## src/rtl/serial_cla_subtractor.sv

```systemverilog
// Serial subtractor: a - b - bin, one 4-bit carry-lookahead nibble per cycle, LSB first.
// Latency: done pulses NIBBLES cycles after the accepting edge; ready again one cycle later.
// Backpressure: start is only accepted while ready=1; it is ignored in RUN and DONE.
module serial_cla_subtractor #(
    parameter int NIBBLES = 4
) (
    input  logic                   clk,
    input  logic                   rst,
    input  logic                   start,
    input  logic [4*NIBBLES-1:0]   a,
    input  logic [4*NIBBLES-1:0]   b,
    input  logic                   bin,
    output logic                   ready,
    output logic                   busy,
    output logic                   done,
    output logic [4*NIBBLES-1:0]   diff,
    output logic                   bout,
    output logic                   ovf
);

    localparam int W  = 4 * NIBBLES;
    localparam int IW = (NIBBLES > 1) ? $clog2(NIBBLES) : 1;
    localparam logic [IW-1:0] LAST_IDX = IW'(NIBBLES - 1);

    typedef enum logic [1:0] {
        IDLE = 2'd0,
        RUN  = 2'd1,
        DONE = 2'd2
    } state_t;

    state_t          state_q, state_d;
    logic [W-1:0]    a_q, a_d;
    logic [W-1:0]    b_q, b_d;
    logic [W-1:0]    sh_q, sh_d;
    logic [IW-1:0]   idx_q, idx_d;
    logic            c_q, c_d;
    logic [W-1:0]    diff_q, diff_d;
    logic            bout_q, bout_d;
    logic            ovf_q, ovf_d;
    logic            ready_q, ready_d;
    logic            busy_q, busy_d;
    logic            done_q, done_d;

    // Current nibble operands and carry-lookahead result
    logic [3:0]      nib_x, nib_y, nib_g, nib_p, nib_c, nib_sum;
    logic            nib_co;
    logic [W-1:0]    sh_nx;

    // 4-bit carry-lookahead adder on a[k] + ~b[k] + carry; all carries flattened from g/p
    always_comb begin
        nib_x = a_q[{idx_q, 2'b00} +: 4];
        nib_y = ~b_q[{idx_q, 2'b00} +: 4];
        nib_g = nib_x & nib_y;
        nib_p = nib_x ^ nib_y;
        nib_c[0] = c_q;
        nib_c[1] = nib_g[0] | (nib_p[0] & c_q);
        nib_c[2] = nib_g[1] | (nib_p[1] & nib_g[0]) | (nib_p[1] & nib_p[0] & c_q);
        nib_c[3] = nib_g[2] | (nib_p[2] & nib_g[1]) | (nib_p[2] & nib_p[1] & nib_g[0])
                 | (nib_p[2] & nib_p[1] & nib_p[0] & c_q);
        nib_co   = nib_g[3] | (nib_p[3] & nib_g[2]) | (nib_p[3] & nib_p[2] & nib_g[1])
                 | (nib_p[3] & nib_p[2] & nib_p[1] & nib_g[0])
                 | (nib_p[3] & nib_p[2] & nib_p[1] & nib_p[0] & c_q);
        nib_sum  = nib_p ^ nib_c;
    end

    // Shadow result with the current nibble merged in
    always_comb begin
        sh_nx = sh_q;
        sh_nx[{idx_q, 2'b00} +: 4] = nib_sum;
    end

    // Next-state and registered-output logic for the IDLE/RUN/DONE sequencer
    always_comb begin
        state_d = state_q;
        a_d     = a_q;
        b_d     = b_q;
        sh_d    = sh_q;
        idx_d   = idx_q;
        c_d     = c_q;
        diff_d  = diff_q;
        bout_d  = bout_q;
        ovf_d   = ovf_q;
        ready_d = ready_q;
        busy_d  = busy_q;
        done_d  = done_q;
        case (state_q)
            IDLE: begin
                if (start) begin
                    state_d = RUN;
                    a_d     = a;
                    b_d     = b;
                    idx_d   = '0;
                    c_d     = ~bin;
                    ready_d = 1'b0;
                    busy_d  = 1'b1;
                end
            end
            RUN: begin
                sh_d = sh_nx;
                c_d  = nib_co;
                if (idx_q == LAST_IDX) begin
                    state_d = DONE;
                    diff_d  = sh_nx;
                    bout_d  = ~nib_co;
                    ovf_d   = (a_q[W-1] != b_q[W-1]) && (sh_nx[W-1] != a_q[W-1]);
                    busy_d  = 1'b0;
                    done_d  = 1'b1;
                end else begin
                    idx_d = idx_q + 1'b1;
                end
            end
            DONE: begin
                state_d = IDLE;
                done_d  = 1'b0;
                ready_d = 1'b1;
            end
            default: begin
                state_d = IDLE;
                ready_d = 1'b1;
                busy_d  = 1'b0;
                done_d  = 1'b0;
            end
        endcase
    end

    // State registers; reset aborts any operation and clears everything immediately
    always_ff @(posedge clk or posedge rst) begin
        if (rst) begin
            state_q <= IDLE;
            a_q     <= '0;
            b_q     <= '0;
            sh_q    <= '0;
            idx_q   <= '0;
            c_q     <= 1'b0;
            diff_q  <= '0;
            bout_q  <= 1'b0;
            ovf_q   <= 1'b0;
            ready_q <= 1'b1;
            busy_q  <= 1'b0;
            done_q  <= 1'b0;
        end else begin
            state_q <= state_d;
            a_q     <= a_d;
            b_q     <= b_d;
            sh_q    <= sh_d;
            idx_q   <= idx_d;
            c_q     <= c_d;
            diff_q  <= diff_d;
            bout_q  <= bout_d;
            ovf_q   <= ovf_d;
            ready_q <= ready_d;
            busy_q  <= busy_d;
            done_q  <= done_d;
        end
    end

    assign ready = ready_q;
    assign busy  = busy_q;
    assign done  = done_q;
    assign diff  = diff_q;
    assign bout  = bout_q;
    assign ovf   = ovf_q;

endmodule
```

## config.mk

```make
export PLATFORM = sky130hd
export DESIGN_NAME = serial_cla_subtractor
export DESIGN_NICKNAME = d
export VERILOG_FILES = /design/src/rtl/serial_cla_subtractor.sv
export SDC_FILE = /design/constraint.sdc
export NUM_CORES = 1
export LEC_CHECK = 0
export CAP_MARGIN = 20
export CORE_MARGIN = 2
export CORE_UTILIZATION = 25
export CTS_CLUSTER_DIAMETER = 30
export CTS_CLUSTER_SIZE = 30
export DETAILED_ROUTE_END_ITERATION = 12
export PLACE_DENSITY = 0.51
export SLEW_MARGIN = 30
export SYNTH_ARGS = -nofsm -noshare
export SYNTH_HDL_FRONTEND = slang
export SYNTH_SLANG_ARGS = --single-unit
```

## constraint.sdc

```tcl
create_clock -name clk -period 2.6 [get_ports clk]
set_clock_uncertainty 0.15 [all_clocks]
set_input_delay 0.26 -clock clk [delete_from_list [all_inputs] [get_ports clk]]
set_output_delay 0.26 -clock clk [all_outputs]
set_load 0.02 [all_outputs]
```

Yosys cells after proc, flatten, opt, wreduce, memory -nomap -nowiden
Cells that the tools add are included.
- $add $sub $neg: 2
- multipliers: 0
- div/mod/pow operators: 0
- magnitude comparators: 0
- eq/ne operators: 8
- shift-type cells: 4
- mux-type cells: 16
- bitwise operators: 35
- reduce and logical (&&, ||, !) cells: 11
- operators by type and width (cell ; number):
    $shiftx A16 B5 Y4 ; 2
    $and A1 B1 Y1 ; 16
    $bwmux W16 ; 1
    $shift A4 B6 Y16 const A ; 1
    $shiftx A4 B6 Y16 ; 1
    $reduce_and A2 Y1 ; 6
    $or A1 B1 Y1 ; 10
    $mux W2 ; 4
    $pmux W2 S2 ; 2
    $xor A4 B4 Y4 ; 2
    $ne A2 B2 Y1 const B ; 3
    $neg A4 Y6 ; 1
    $pmux W1 S2 ; 3
    $reduce_and A3 Y1 ; 2
    $mux W1 ; 5
    $not A1 Y1 ; 5
    $and A4 B4 Y4 ; 1
    $eq A2 B2 Y1 const B ; 2
    $not A4 Y4 ; 1
    $pmux W1 S3 ; 1
    $add A2 B1 Y2 const B ; 1
    $eq A2 B1 Y1 const B ; 1
    $logic_not A2 Y1 ; 1
    $ne A1 B1 Y1 ; 2
    2 further kinds ; 2
- bits in registers: 74
- bits in latches: 0
- RAM bits: 0
- bits in read-only memories: 0
- input bits: 36
- output and inout bits: 21
- memories kept: 0

Longest topological paths before layout
- depth in word-level cells: 12
- depth in mapped cells: 9
- gate-level depth less buffers: 8

Least setup slack after synthesis
Ideal clock, no wire load.
- kind: reg-to-reg
- start: register idx_q[0]
- end: register diff_q[11] (netlist: diff[11])
- arrival time: 2.436 ns
- slack: -0.069 ns
- stages on the path, launching flop included: 9
- buffers on the path: 1
- period minus slack after synthesis: 2.669 ns
- cell sequence: dfrtp_1 -> buf_2 -> mux4_2 -> ha_1 -> a41oi_1 -> o21ai_1 -> xor2_1 -> a21oi_1 -> o21ai_0
- longest elaborated chain between the ends: 10
- ends and longest elaborated chain (what ; line ; RTL):
    start, declared ; 35 ; logic [IW-1:0] idx_q, idx_d;
    start signal, assigned ; 146 ; idx_q <= idx_d;
    $shiftx A16 B5 Y4 ; 52 ; nib_y = ~b_q[{idx_q, 2'b00} +: 4];
    $not A4 Y4 ; 52 ;
    $xor A4 B4 Y4 / $and A4 B4 Y4 (equally long branches) ; 54, 53 ;
    $and A1 B1 Y1 (on tied branches) ; 58, 59 ;
    $or A1 B1 Y1 (tied with other cells) ; 58 ; nib_c[3] = nib_g[2] | (nib_p[2] & nib_g[1]) | (nib_p[2] & nib_p[1] & nib_g[0])
    $or A1 B1 Y1 / $and A1 B1 Y1 (equally long branches) ; 58, 59 ;
    $or A1 B1 Y1 ; 59 ; | (nib_p[2] & nib_p[1] & nib_p[0] & c_q);
    $xor A4 B4 Y4 ; 63 ; nib_sum = nib_p ^ nib_c;
    $shiftx A4 B6 Y16 ; 69 ; sh_nx[{idx_q, 2'b00} +: 4] = nib_sum;
    $bwmux W16 ; 69 ;
    end signal, assigned ; 148 ; diff_q <= diff_d;
    end, declared ; 37 ; logic [W-1:0] diff_q, diff_d;
Parallel ways exist; a longest one is shown, timed or not.
A chain may end at the register's enable or synchronous reset.

Worst setup path after layout
- start: register idx_q[0]
- end: register diff_q[3] (netlist: diff[3])
The elaborated chain is that of the path after synthesis.

==> qor.txt <==
Total clock sinks = 74
Die width = 121 µm
Initial antenna violation count = 0
Post-DRT Antenna Nets = 0
H-tree depth = 3
Clock Latency Late Sink = 0.33 ns
Avg WL per Cell = 14.4 µm
Final period utilization = 96.1%
Yosys reg bits = 74
Syn_nets = 326
CP max stage delay = 0.50 ns
Post-Synthesis Cells = 279
Setup crit start = idx_q[0]
Final nets = 396
Startpoint class of the critical path = flop
Main flop type after synthesis = dfrtp_1
CTS tree = built
Syn Area/Cell = 12.3 µm²
DR vias = 2327
Reg-to-Reg End = diff[3]
P per Cell Area = 1590 nW/µm²
Layout cells sized above 1 = 27.4%
Static Leakage = 0.00199 µW
FFs w/ async S/R, synth = 100%
Fmax achieved = 400 MHz
Slew @ Worst Pin = 0.549 ns
CP Cell Sequence = buf_4, mux4_2, inv_2, ha_4, a41oi_2, o21ai_2, buf_4, xor2_4, a21oi_1, o21ai_1
DIE HEIGHT = 121 µm
Worst R2R Start = idx_q[0]
Total die area = 14700 µm²
Antenna Cells = 0
Vias per cell = 4.39
First-pass GRT wire length = 13.0 mm
RSZ-0062 raised after global routing = true
Routed wire length = 7.64 mm
Max Slew Vio Count = 0
# hold bufs at CTS = 0
Critical path type = reg2reg
Core ar. = 13300 µm²
Ports = 57
Critical Path End = diff[3]
CTS Buf Count = 9
Hold Crit Class = in2async
Dpl hpwl = 5.43 mm
Final Power = 7560 µW
WP data arrival = 2.56 ns
Crit path required time = 2.66 ns
Area Overhead vs Synth = 38.2%
DRT Pass-1 Iters = 4
Most frequent cells in the layout = dfrtp_1, clkdlybuf4s50_1, mux2_2, nand2_1, nor2b_1
PortBufs = 56
Largest net degree at the start of global routing = 44
Most common cell after layout, fill and taps aside = dfrtp_1
Initial DRC count = 91
Vias in the first global route = 2494
Root Buffer = clkbuf_16
Min Tclk post-route = 2.50 ns
Most used cell, CP = buf_4
Rel. slew slack = 63.4%
Row count = 42
Cell Area, Synth = 3430 µm²
Hold Fails Final Rpt = 0
Clock Tree Buf Depth = 2
Initial cell density of the core = 25.7%
Flop-to-flop setup slack = 0.10 ns
VDD IR max = 0.872 mV
R2R cell count = 10
Maxcap violations = 0
Crit path max fanout = 6
Synth cell types = 39
Seq/Total Area, Yosys = 54.0%
Worst-path cell with the longest stage delay = mux4_2
Critical Path End Type = flop
Count of final setup violators = 0
Yosys warns = 0
Status = finished clean
# DRC = 0
Final core utilization = 35.6%
Clock-pin slew on the worst setup and hold paths = 0.06 ns
GRT Util Overall = 11.5%
GPL Wtd Cong = 0.821
Post-synth EDFFs = 0
Gr ovfl total = 0
## cells by family (layout without fill, tap and decap cells)
family | count (synthesis) | after routing | synth area share (%)
mux | 43 | 43 | 16.7
xor+xnor | 3 | 3 | 0.765
buf+inv | 28 | 103 | 3.35
fa+ha+maj | 11 | 11 | 4.23
flops | 74 | 74 | 54.0
compound gates | 61 | 61 | 11.5
simple gates | 59 | 59 | 9.51
## metrics by stage
stage	cell area (µm²)	setup WS, ns	instances	TNS (ns)	hold slack, ns
final	4750	0.102	530	0	0.191
after global routing	4750	-0.00991	530	-0.0210	0.257
after CTS	4690	-0.00579	530	-0.00733	0.213
after detailed placement	4290	-0.112	512	-0.426	0.315
after global placement	4290	-0.0172	512	-0.0371	0.308
after floorplan	3440	0.0290	279	0	0.262
## sequential cells by signal (all words and copies together) (netlist names)
name / flops
b_q: 16
done: 1
bout: 1
diff: 16
busy: 1
c_q: 1
ovf: 1
idx_q: 2
state_q: 2
ready: 1
sh_q: 16
a_q: 16
## worst max-delay path, delay by kind of cell (launching register included)
family | cells | cell delay (ns)
buffers and inverters | 3 | 0.41
adders and majority gates | 1 | 0.21
muxes | 1 | 0.50
xor gates and xnor gates | 1 | 0.20
DFF | 1 | 0.36
AOI/OAI and AO/OA | 4 | 0.56
## Yosys cell counts (all sizes together) (2+ instances only)
master | number | area [µm²]
dfrtp | 73 | 1830
mux2 | 34 | 383
nand2 | 24 | 97.6
o21ai | 21 | 105
a21oi | 18 | 90.1
nor2b | 17 | 106
inv | 13 | 48.8
a32o | 11 | 110
ha | 10 | 125
clkbuf | 9 | 35.0
mux4 | 8 | 180
buf | 6 | 31.3
nor2 | 6 | 22.5
a22o | 4 | 35.0
nand2b | 3 | 18.8
a2bb2oi | 2 | 17.5
and3 | 2 | 12.5
or4b | 2 | 20.0
xor2 | 2 | 17.5
## repair_timing
| item | in CTS | in global routing |
|---|---|---|
| setup endpoints to repair | 7 | 22 |
| pin swaps | 1 | 5 |
| setup buffers | 2 | 0 |
| hold endpoints to repair | 0 | 0 |
| resized for setup | 7 | 17 |
## cell type report
cell class	instances	area, µm²
clock buffers	9	225
clock inverters	7	116
fillers	1315	8600
inverters	13	48.8
multi-input cells	177	1560
flip-flops and latches	74	1850
well taps	176	220
repair buffers	74	719
## routing by layer
layer / track usage [%] / up-vias / routed length (µm)
li1: - / 1141 / -
met3: 3.10 / 7 / 310
met4: 4.31 / 0 / 117
met2: 17.8 / 52 / 3510
met1: 15.4 / 1127 / 3700
met5: 0 / - / 0
## how the worst min path moves through the flow
stage	start	endpoint	slack, ns	cells after the start
2_1_floorplan	a[11]	a_q[11]	0.26	1
3_3_place_gp	sh_q[15]	sh_q[15]	0.31	2
3_5_place_dp	sh_q[15]	sh_q[15]	0.32	2
4_1_cts	rst	sh_q[12]	0.21	3
5_1_grt	rst	sh_q[12]	0.26	3
6_report	rst	sh_q[12]	0.19	3
## where the power goes
group          internal [µW]  switching, µW  leakage, µW
Clock                    937            488     0.000166
Combinational           2050           2110     0.000889
Sequential              1660            309     0.000934
Total                   4650           2910      0.00199
Note: power is estimated with default switching activity, not from simulation.
==> RTL edit (same settings) <==
The parameter `NIBBLES` goes from 4 to 8.
--- a/src/rtl/serial_cla_subtractor.sv
+++ b/src/rtl/serial_cla_subtractor.sv
@@ -3,5 +3,5 @@
 // Backpressure: start is only accepted while ready=1; it is ignored in RUN and DONE.
 module serial_cla_subtractor #(
-    parameter int NIBBLES = 4
+    parameter int NIBBLES = 8
 ) (
     input  logic                   clk,
Ports: changed (resized a, b and diff); port bits go from 57 to 105. The function was not compared with the original's and may differ.
==> RTL edit against the original RTL <==
  * Global-route usage is 1.9 points higher
  * Design area grew 98%
  * The run now ends with setup timing left
  * Highest routed layer is now met5
  * Routed wire length is 120% higher
  * Area after synthesis is 83% higher
  * Largest cell class unchanged
  * Sequential cell count grew 65
  * Worst setup slack worse by 590 ps
Power is not shown: default switching activity piles up to over one toggle a cycle in this logic, so the estimate is an artifact.
==> RTL edit: results (changes against the original RTL) <==
logic_synthesis:
  async_flop_share: 1.000  # unchanged
  yosysSeqAreaShare: 0.5542  # +0.01468
  yosys_warnings: 0  # unchanged
  dominantRegCellSynth: "dfrtp_1"
  synth.area.mux_share: 0.2300  # +0.06312
  ys_types: 36  # -7.7%
  synthesis.nets: 602  # +85%
  yosys-top-cells-area: "dfrtp_1 55%, mux2_2 16%, mux4_2 5.4%, nand2_1 3.9%, o21ai_0 3.6%"
  synth_xor_area_frac: 0.004185  # -0.003465
  synthAdderAreaFrac: 0.02511  # -0.01715
  synth_compound_gate_area_share: 0.07134  # -0.04378
  ys_top_cells_by_count: "138 x dfrtp_1, 87 x mux2_2, 66 x nand2_1, 45 x o21ai_0, 38 x nor2_1"
global_route:
  use_met3: 0.04100  # +0.009983
  grt_max_degree: 88  # +100%
  grt_pass1_vias: 4976  # +100%
  grt_pass1_wl_mm: 27.19  # +110%
  globalRouteMet1Util: 0.1712  # +0.01766
  grtUsageTotal: 0.1340  # +0.01906
  use_met2: 0.2168  # +0.03846
  antenna_found_initial: 1  # +1
cts:
  cts_buffers: 17  # +8
  clk_latency_ps: 420  # +90 ps
  cts_resized: 103  # +96
  postCtsSetupRepairBufs: 10  # +8
  clkSlewWorstSetupHoldPaths_ps: 60  # about the same
  htree_levels: 4  # +1
placement:
  hpwl_mm: 11.58  # +110%
  gp_congestion: 0.7792  # -5.1%
  port-buffer-count: 104  # +86%
route:
  drtPass1Iterations: 4  # unchanged
  routedWlPerCell_um: 16.24  # +13%
  routed_via_density: 4.472  # +1.9%
  drtIter0Drc: 160  # +76%
worst_setup_path:
  crit_fanout: 7  # +1
  crit_type: "flip-flop to flip-flop"
  reg2reg_depth: 11  # +1
  r2r-end: "ovf"
  crit_path_start: "idx_q[0]"
  cp.arrival_ps: 3280  # +720 ps
timing:
  fin_tns_setup_ps: -15370  # -15370 ps
  whs_ps: 157.6  # -33.25 ps
  setup_ws_ps: -485.0  # -586.8 ps
  setup_viol: 65  # +65
  relSlewSlack: 0.6730  # +0.03888
outcome:
  status: "complete, but fails checks"
  violations: "setup timing"
layout:
  drive_gt1_frac: 0.3880  # +0.1140
  nets: 770  # +94%
  antennaDiodeCount: 0  # unchanged
  fillers: 2339  # +78%
worst_hold_path:
  hold_path_class: "primary input to async pin"
## RTL edit: cell count changes after synthesis, moves of 12 or more
cell	delta
nor2b_1	-15
nand2_1	+43
a21oi_1	+13
nor2_1	+32
o21ai_0	+25
mux2_2	+53
dfrtp_1	+65
nor3_1	+12
## RTL edit: critical path, cell delays in order, from the launching register on
cell and delay [ps]:
dfrtp_1 380, buf_12 140, buf_12 130, mux4_2 520, mux2i_4 200, ha_4 240
a41oi_2 210, o21ai_2 110, xnor2_2 160, o31a_1 320, or3_1 320, a21oi_1 130
## RTL edit: cell families (layout without fill, tap and decap cells)
family,after synthesis,count (layout)
xor+xnor,3,3
flops,139,139
compound gates,85,85
simple gates,134,134
mux,113,113
buf+inv,36,215
fa+ha+maj,12,12
## RTL edit: stage by stage
| step | setup WS, ps | cells | area, um^2 |
|---|---|---|---|
| after floorplan | -324.8 | 522 | 6399 |
| after global routing | -602.9 | 1025 | 9379 |
| after detailed placement | -438.5 | 977 | 8180 |
| after global placement | -339.4 | 977 | 8180 |
| after CTS | -436.6 | 1019 | 9185 |
| final | -485.0 | 1025 | 9379 |
## RTL edit: final cells by class
cell class / count / area [um^2] / share of cell area
multi-input combinational: 347 / 3120 / 0.3327
clock inverter: 9 / 97.59 / 0.01041
timing repair buffer: 175 / 1769 / 0.1886
inverter: 10 / 46.29 / 0.004936
clock buffer: 21 / 460.4 / 0.04909
tap: 324 / 405.4 / 0.04322
sequential: 139 / 3480 / 0.3710
## RTL edit: layer usage
| metal | share of wire | wire length [um] |
|---|---|---|
| met3 | 0.052 | 860 |
| met2 | 0.49 | 8133 |
| met4 | 0.014 | 237 |
| met1 | 0.44 | 7405 |
| met5 | 0.00078 | 13 |
